==> config.mk <==
export PLATFORM = sky130hd
export DESIGN_NAME = sram_arbiter
export DESIGN_NICKNAME = d
export VERILOG_FILES = /design/src/rtl/sram_arbiter.sv
export SDC_FILE = /design/constraint.sdc
export NUM_CORES = 1
export LEC_CHECK = 0
export BUFFER_PORTS_ARGS = -buffer_cell sky130_fd_sc_hd__buf_2
export CAP_MARGIN = 5
export CELL_PAD_IN_SITES_DETAIL_PLACEMENT = 2
export CELL_PAD_IN_SITES_GLOBAL_PLACEMENT = 2
export CORE_ASPECT_RATIO = 2
export CORE_MARGIN = 2
export CORE_UTILIZATION = 28
export CTS_CLUSTER_DIAMETER = 60
export DETAILED_ROUTE_END_ITERATION = 10
export PLACE_DENSITY_LB_ADDON = 0.15
export SLEW_MARGIN = 40
export SYNTH_ARGS = -nofsm -noshare
export SYNTH_HDL_FRONTEND = slang
export SYNTH_SLANG_ARGS = --single-unit
==> constraint.sdc <==
create_clock -name clk_chipset -period 3.9 [get_ports clk_chipset]
set_input_delay 0.195 -clock clk_chipset [delete_from_list [all_inputs] [get_ports clk_chipset]]
set_output_delay 0.195 -clock clk_chipset [all_outputs]
set_load 0.02 [all_outputs]
==> src/rtl/sram_arbiter.sv <==
// sram_arbiter
//   Shares the external 2 x 512Kx8 SRAM pair (1 MB, chip chosen by addr[19])
//   between port A (CPU/chipset bus) and port B (video/DMA fetch).
//   Each access is a fixed-length registered cycle:
//     IDLE -> ACC (WAIT_STATES+1 cycles) -> END (ack pulse) -> IDLE
//   so req-to-ack latency is WAIT_STATES+2 and peak throughput is one access
//   per WAIT_STATES+3 cycles. Every SRAM-side output and every ack comes
//   straight from a flop; no req reaches an output combinationally.
//
// Parameters
//   WAIT_STATES     extra access cycles beyond the first (0..7)
//
// Build option
//   SRAM_ARB_VIDEO_PRIORITY_EN  defined: port B wins every simultaneous
//                               request. Undefined: round-robin on last grant.
//
// Ports
//   clk_chipset, reset_n        clock, synchronous active-low reset
//   a_req/a_we/a_addr/a_wdata   port A level request, held until a_ack
//   a_ack, a_rdata              one-cycle done pulse, read data (held)
//   b_*                         same roles for port B
//   sram_addr, sram_dq_o        shared address / write data to both chips
//   sram1_we_n, sram1_dq_oe     chip 1 (addr[19]=0) strobe and drive enable
//   sram2_we_n, sram2_dq_oe     chip 2 (addr[19]=1) strobe and drive enable
//   sram1_dq_i, sram2_dq_i      chip data buses (input side)
module sram_arbiter #(
  parameter int WAIT_STATES = 1
) (
  input  logic        clk_chipset,
  input  logic        reset_n,
  input  logic        a_req,
  input  logic        a_we,
  input  logic [19:0] a_addr,
  input  logic [7:0]  a_wdata,
  output logic        a_ack,
  output logic [7:0]  a_rdata,
  input  logic        b_req,
  input  logic        b_we,
  input  logic [19:0] b_addr,
  input  logic [7:0]  b_wdata,
  output logic        b_ack,
  output logic [7:0]  b_rdata,
  output logic [18:0] sram_addr,
  output logic        sram1_we_n,
  output logic        sram2_we_n,
  output logic [7:0]  sram_dq_o,
  output logic        sram1_dq_oe,
  output logic        sram2_dq_oe,
  input  logic [7:0]  sram1_dq_i,
  input  logic [7:0]  sram2_dq_i
);

  localparam logic [2:0] CNT_LAST = 3'(WAIT_STATES);

  typedef enum logic [1:0] {S_IDLE, S_ACC, S_END} state_t;

  state_t      state_q, state_d;
  logic [2:0]  cnt_q;
  logic        gnt_b_q;   // port served by the access in flight
  logic        we_q;
  logic        sel_q;     // latched addr[19]: 0 = chip 1, 1 = chip 2
  logic        any_req, cnt_done, pick_b;
  logic        m_we;
  logic [19:0] m_addr;
  logic [7:0]  m_wdata;

  assign any_req  = a_req | b_req;
  assign cnt_done = (cnt_q == CNT_LAST);

`ifdef SRAM_ARB_VIDEO_PRIORITY_EN
  assign pick_b = b_req;
`else
  // last_b_q resets to 1 so that A wins the very first tie.
  logic last_b_q;
  assign pick_b = b_req & (~a_req | ~last_b_q);

  always_ff @(posedge clk_chipset) begin
    if (!reset_n)                          last_b_q <= 1'b1;
    else if (state_q == S_IDLE && any_req) last_b_q <= pick_b;
  end
`endif

  // Request fields of whichever port wins this IDLE cycle.
  always_comb begin
    m_we    = a_we;
    m_addr  = a_addr;
    m_wdata = a_wdata;
    if (pick_b) begin
      m_we    = b_we;
      m_addr  = b_addr;
      m_wdata = b_wdata;
    end
  end

  always_ff @(posedge clk_chipset) begin
    if (!reset_n) state_q <= S_IDLE;
    else          state_q <= state_d;
  end

  always_comb begin
    state_d = state_q;
    case (state_q)
      S_IDLE:  if (any_req)  state_d = S_ACC;
      S_ACC:   if (cnt_done) state_d = S_END;
      S_END:                 state_d = S_IDLE;
      default:               state_d = S_IDLE;
    endcase
  end

  always_ff @(posedge clk_chipset) begin
    if (!reset_n) begin
      cnt_q       <= '0;
      gnt_b_q     <= 1'b0;
      we_q        <= 1'b0;
      sel_q       <= 1'b0;
      sram_addr   <= '0;
      sram_dq_o   <= '0;
      sram1_we_n  <= 1'b1;
      sram2_we_n  <= 1'b1;
      sram1_dq_oe <= 1'b0;
      sram2_dq_oe <= 1'b0;
      a_ack       <= 1'b0;
      b_ack       <= 1'b0;
      a_rdata     <= '0;
      b_rdata     <= '0;
    end else begin
      a_ack <= 1'b0;
      b_ack <= 1'b0;
      case (state_q)
        S_IDLE: if (any_req) begin
          // Address, data and strobe all launch on this edge, so the
          // address is set up no later than we_n falls.
          gnt_b_q     <= pick_b;
          we_q        <= m_we;
          sel_q       <= m_addr[19];
          cnt_q       <= '0;
          sram_addr   <= m_addr[18:0];
          sram_dq_o   <= m_wdata;
          sram1_we_n  <= ~(m_we & ~m_addr[19]);
          sram2_we_n  <= ~(m_we &  m_addr[19]);
          sram1_dq_oe <= m_we & ~m_addr[19];
          sram2_dq_oe <= m_we &  m_addr[19];
        end
        S_ACC: begin
          cnt_q <= cnt_q + 3'd1;
          if (cnt_done) begin
            // Strobe rises here; addr/data/oe stay put through END for hold.
            sram1_we_n <= 1'b1;
            sram2_we_n <= 1'b1;
            a_ack      <= ~gnt_b_q;
            b_ack      <=  gnt_b_q;
            if (!we_q) begin
              if (gnt_b_q) b_rdata <= sel_q ? sram2_dq_i : sram1_dq_i;
              else         a_rdata <= sel_q ? sram2_dq_i : sram1_dq_i;
            end
          end
        end
        S_END: begin
          sram1_dq_oe <= 1'b0;
          sram2_dq_oe <= 1'b0;
        end
        default: ;
      endcase
    end
  end

endmodule
== Word-level counts from Yosys, hierarchy flattened ==
Index checks and enable logic that the tools add are counted.

* Add/subtract/negate cells: 1
* $mul: 0
* Divide/modulo/power cells: 0
* Magnitude comparators: 0
* Eq/ne operators: 5
* Shifts and indexed selects: 0
* Mux-type cells: 18
* Bitwise operators: 12
* Reduce and logical (&&, ||, !) cells: 12

{| class="wikitable"
|+ Operator list
! kind !! count
|-
| $mux 20 || 1
|-
| $mux 8 || 2
|-
| $pmux 1 s2 || 4
|-
| $reduce_and 2->1 || 4
|-
| $reduce_and 4->1 || 2
|-
| $not 1->1 || 7
|-
| $mux 1 || 6
|-
| $pmux 3 s2 || 1
|-
| $reduce_and 3->1 || 2
|-
| $mux 2 || 2
|-
| $ne 2x2->1 const B || 2
|-
| $pmux 2 s2 || 1
|-
| $reduce_bool 2->1 || 2
|-
| $add 3x1->3 const B || 1
|-
| $and 1x1->1 || 3
|-
| $eq 3x1->1 const B || 1
|-
| $mux 3 || 1
|-
| $eq 2x1->1 const B || 1
|-
| $eq 2x2->1 const B || 1
|-
| $logic_not 2->1 || 1
|-
| $or 1x1->1 || 2
|-
| $logic_and 1x1->1 || 1
|}

* Flip-flop bits (word level): 58
* Bits in latches: 0
* Bits in writable memories: 0
* Memory bits (read-only): 0
* Input bits: 78
* Word-level logic and storage cells: 64
* Memories: 0

== Depth between registers and ports, before layout ==
* Word-level depth: 9
* Mapped depth: 6
* Depth with buffers taken out: 5

== Worst setup path before layout ==
No wires, ideal clock.

* Path type: register to register
* From: register cnt_q[0]
* To: register a_rdata[0]
* Library setup time: 0.119 ns
* Data arrival time: 1.379 ns
* Slack: 2.403 ns
* Stages on the path, launching flop included: 6
* Clock period less this slack: 1.497 ns
* Cell sequence: dfxtp_1 ha_1 and4bb_2 or3b_1 buf_6 mux2i_1

* Cells in the longest elaborated chain, start to end: 2

{| class="wikitable"
|+ RTL lines
! what !! line !! text
|-
| start, declared || 58 || <nowiki>logic [2:0] cnt_q;</nowiki>
|-
| start signal, assigned || 145 || <nowiki>cnt_q <= cnt_q + 3'd1;</nowiki>
|-
| $eq 3x1->1 || 68 || <nowiki>assign cnt_done = (cnt_q == CNT_LAST);</nowiki>
|-
| $reduce_and 4->1 (no line) || -- ||
|-
| end signal, assigned || 154 || <nowiki>else a_rdata <= sel_q ? sram2_dq_i : sram1_dq_i;</nowiki>
|-
| end, declared || 36 || <nowiki>output logic [7:0] a_rdata,</nowiki>
|}

No other way between the ends.
A chain may end at the register's enable or synchronous reset.

== Worst setup path after layout ==
* From: register last_b_q
* To: register sram_dq_o[7]

* Cells in the longest elaborated chain, start to end: 4

{| class="wikitable"
|+ RTL lines
! what !! line !! text
|-
| start, declared || 74 || <nowiki>logic last_b_q;</nowiki>
|-
| start signal, assigned || 79 || <nowiki>else if (state_q == S_IDLE && any_req) last_b_q <= pick_b;</nowiki>
|-
| $not 1->1 || 75 || <nowiki>assign pick_b = b_req & (~a_req | ~last_b_q);</nowiki>
|-
| $or 1x1->1 || 75 ||
|-
| $and 1x1->1 || 75 ||
|-
| $mux 8 || 88 || <nowiki>if (pick_b) begin</nowiki>
|-
| end signal, assigned || 138 || <nowiki>sram_dq_o <= m_wdata;</nowiki>
|-
| end, declared || 46 || <nowiki>output logic [7:0] sram_dq_o,</nowiki>
|}

No other way between the ends.

==> results.tsv <==
stage	metric	value	unit
outcome	status	completed	
logic_synthesis	yosysMostFrequentCell	dfxtp_1	
cts	cts_made_buffers	9	
route	detail_route.wl_per_cell	16.52	µm
die	coreArea	9259	µm²
cells_and_area	nets	467	
logic_synthesis	syn_inst	271	
setup_path	rr_worst_depth	4	
cells_and_area	final_util	38.58	%
timing	finClkSkew	5.680	ps
logic_synthesis	synth_common_cells	dfxtp_1, mux2i_1, a21oi_1	
logic_synthesis	synth_area_per_cell	9.677	µm²
setup_path	crit_required	4080	ps
cts	cts_tree	built	
cts	clkSinkCount	58	
logic_synthesis	synthArstFlopShare	0	%
logic_synthesis	synth_seq_cells	58	
grt	grt_pass1_vias	2638	
setup_path	cp-start-kind	flop	
cts	cts.clk_slew.worst_paths	50	ps
timing	worst_pin_slew	818.2	ps
setup_path	crit_chain	a21boi_4 > buf_4 > mux2i_1 > a211oi_1	
setup_path	slowest_delay	670	ps
placed_design	gp_congestion	0.6998	
setup_path	rrSetupSlack	1950	ps
cts	ctsResizeCount	0	
hold_path	hp-class	in2reg	
logic_synthesis	yosysTopAreaCell	dfxtp_1	
logic_synthesis	synth_area	2623	µm²
logic_synthesis	synth_warnings	0	
timing	max_freq	512.0	MHz
power_and_ir_drop	irDropWorstVdd	0.0002714	V
timing	rsz0062_at_grt	no	
cells_and_area	diodes	0	
setup_path	path_buf_inv	1	
placed_design	hpwl	6193	µm
setup_path	cp-end-kind	flop	
timing	fin_tns_setup	0	ps
hold_path	hold_start	a_wdata[3]	
timing	min_period	1953	ps
die	die_h	140.9	µm
route	drtPass1Iterations	3	
cells_and_area	syn2layout_area_growth	36.21	%
cts	hold_buffers	0	
timing	hold_ws	216.9	ps
route	num_vias	2485	
route	finalWirelength	8194	µm
cts	cts_buffer_depth	2	
hold_path	holdPathEnd	sram_dq_o[3]$_SDFFE_PN0P_	
cells_and_area	fin_cells	496	
logic_synthesis	synth_edf_count	0	
grt	grt_usage	16.32	%
placed_design	portBuffers	126	
die	rows	50	
setup_path	cp_top_family	compound AO/OA/AOI/OAI gates	
cells_and_area	layout-drive-gt1-share	40.05	%
power_and_ir_drop	power.density	474.7	nW/µm²
grt	grt_overflow	0	
timing	drv_slew	0	
grt	grt_max_degree	35	
cts	cts-root-buf	clkbuf_16	
logic_synthesis	yosysSeqAreaShare	44.27	%
setup_path	crit_path_max_fanout	21	
cells_and_area	n_fill_cell	1039	
timing	slew-limit-headroom	45.31	%
grt	grt_pass1_wl	12970	µm
setup_path	critPathSlowestCell	a21boi_4	
die	start_util	28.32	%
grt	antenna_found_initial	0	
logic_synthesis	syn_nets	351	
hold_path	hold_depth	3	
cts	cts_setup_buffers	0	
run	cap_violations	0	
power_and_ir_drop	power.leakage	1.731	nW
route	viasPerCell	5.010	
setup_path	crit_arrival	2130	ps
logic_synthesis	synth-main-ff-cell	dfxtp_1	
timing	finalSetupViolations	0	
cts	htreeDepth	3	
setup_path	reg2reg_from	last_b_q$_SDFFE_PN1P_	
logic_synthesis	synth.area.top_cells	dfxtp_1, mux2i_1, a211oi_1, a21oi_1, nand2_1	
die	ios	127	
power_and_ir_drop	fin_total_pwr	0.001696	W
cts	clock_latency	320	ps
timing	fin_crit_sh	50.08	%
placed_design	placed_cells	480	
die	fp.dieW	72.43	µm
timing	hold_violations	0	
route	route.detailed.drc	0	
die	die_area	10200	µm²
logic_synthesis	synth_top_cell_area_share	44.27	%
setup_path	r2r_end	sram_dq_o[7]$_SDFFE_PN0P_	
logic_synthesis	yosys.cell_types.count	33	
setup_path	worst-setup-path-type	reg2reg	
route	drtIter0Drc	51	
route	antenna_left	0	
## cell usage in the layout, fill, tap and decap left out, types with 2 or more instances in the layout
cell / count
o211ai_1: 3
inv_1: 3
nor2_2: 2
nor2b_1: 2
clkbuf_16: 9
or2_2: 2
nand2b_1: 4
a32o_1: 3
o22ai_1: 2
nand3b_1: 2
clkbuf_1: 3
ha_1: 2
a211oi_1: 29
mux2i_1: 46
a21oi_1: 34
and3_1: 3
buf_2: 126
o21ai_0: 3
mux2_2: 8
nor3_1: 2
nand2_1: 28
clkinv_2: 4
buf_4: 3
dfxtp_1: 58
## worst min-delay path, delay by kind of cell
family | cells | cell delay [ps]
compound gates | 1 | 80
mux | 1 | 110
buf+inv | 1 | 90
## layer usage
metal  track usage, %  vias up  part of all wire (%)
li1                 -     1216                     -
met1            17.80     1175                    38
met2            29.74       87                    55
met3            3.931        7                   5.9
met4            5.848        0                   1.4
met5                0        -                     0
## cell families (layout without fill, tap and decap cells)
group	after synthesis	count (layout)	share of synthesized area (%)
flip-flops	58	58	44.27
adder cells (fa/ha/maj)	2	2	0.9540
AND/OR/NAND/NOR	51	51	9.685
XOR/XNOR	1	1	0.3340
AO/OA/AOI/OAI	77	77	18.75
buffers and inverters	28	149	5.009
multiplexers	54	54	20.99
## report_power, final
part	switching (W)	internal, W	total (W)
Clock	0.000252	0.000443	0.000695
Sequential	0.0000326	0.000642	0.000675
Combinational	0.000192	0.000135	0.000326
Total	0.000476	0.00122	0.00170
## flip-flops by register name, indices dropped and copies added, names as in the netlist, 2 cells and up
signal,flops
state_q,2
b_rdata,8
sram_dq_o,8
sram_addr,19
a_rdata,8
cnt_q,3
## metrics by stage
step,cell area [µm²],worst slack (ps)
floorplan,2623,2403
global placement,3306,1630
detailed placement,3307,1877
CTS,3572,1901
global route,3572,1801
finish,3572,1947
## layout make-up
class / count / area (µm²) / area share (%)
inverters: 4 / 16.27 / 0.4553
clock buffers: 13 / 250.2 / 7.005
well taps: 104 / 130.1 / 3.643
clock inverters: 3 / 15.01 / 0.4203
multi-input cells: 185 / 1346 / 37.69
flip-flops and latches: 58 / 1161 / 32.50
repair buffers: 129 / 653.1 / 18.28
## worst max-delay path by stage
stage	startpoint	end	slack (ps)	cells after the start
5_1_grt	last_b_q$_SDFFE_PN1P_	sram_addr[16]$_SDFFE_PN0P_	1800	4
2_1_floorplan	cnt_q[0]$_SDFFE_PN0P_	a_rdata[0]$_SDFFE_PN0P_	2400	5
3_3_place_gp	reset_n	sram_addr[8]$_SDFFE_PN0P_	1630	3
4_1_cts	last_b_q$_SDFFE_PN1P_	sram_dq_o[7]$_SDFFE_PN0P_	1900	4
3_5_place_dp	b_req	sram_dq_o[7]$_SDFFE_PN0P_	1880	5
6_report	last_b_q$_SDFFE_PN1P_	sram_dq_o[7]$_SDFFE_PN0P_	1950	4
Note: power is estimated with default switching activity, not from simulation.
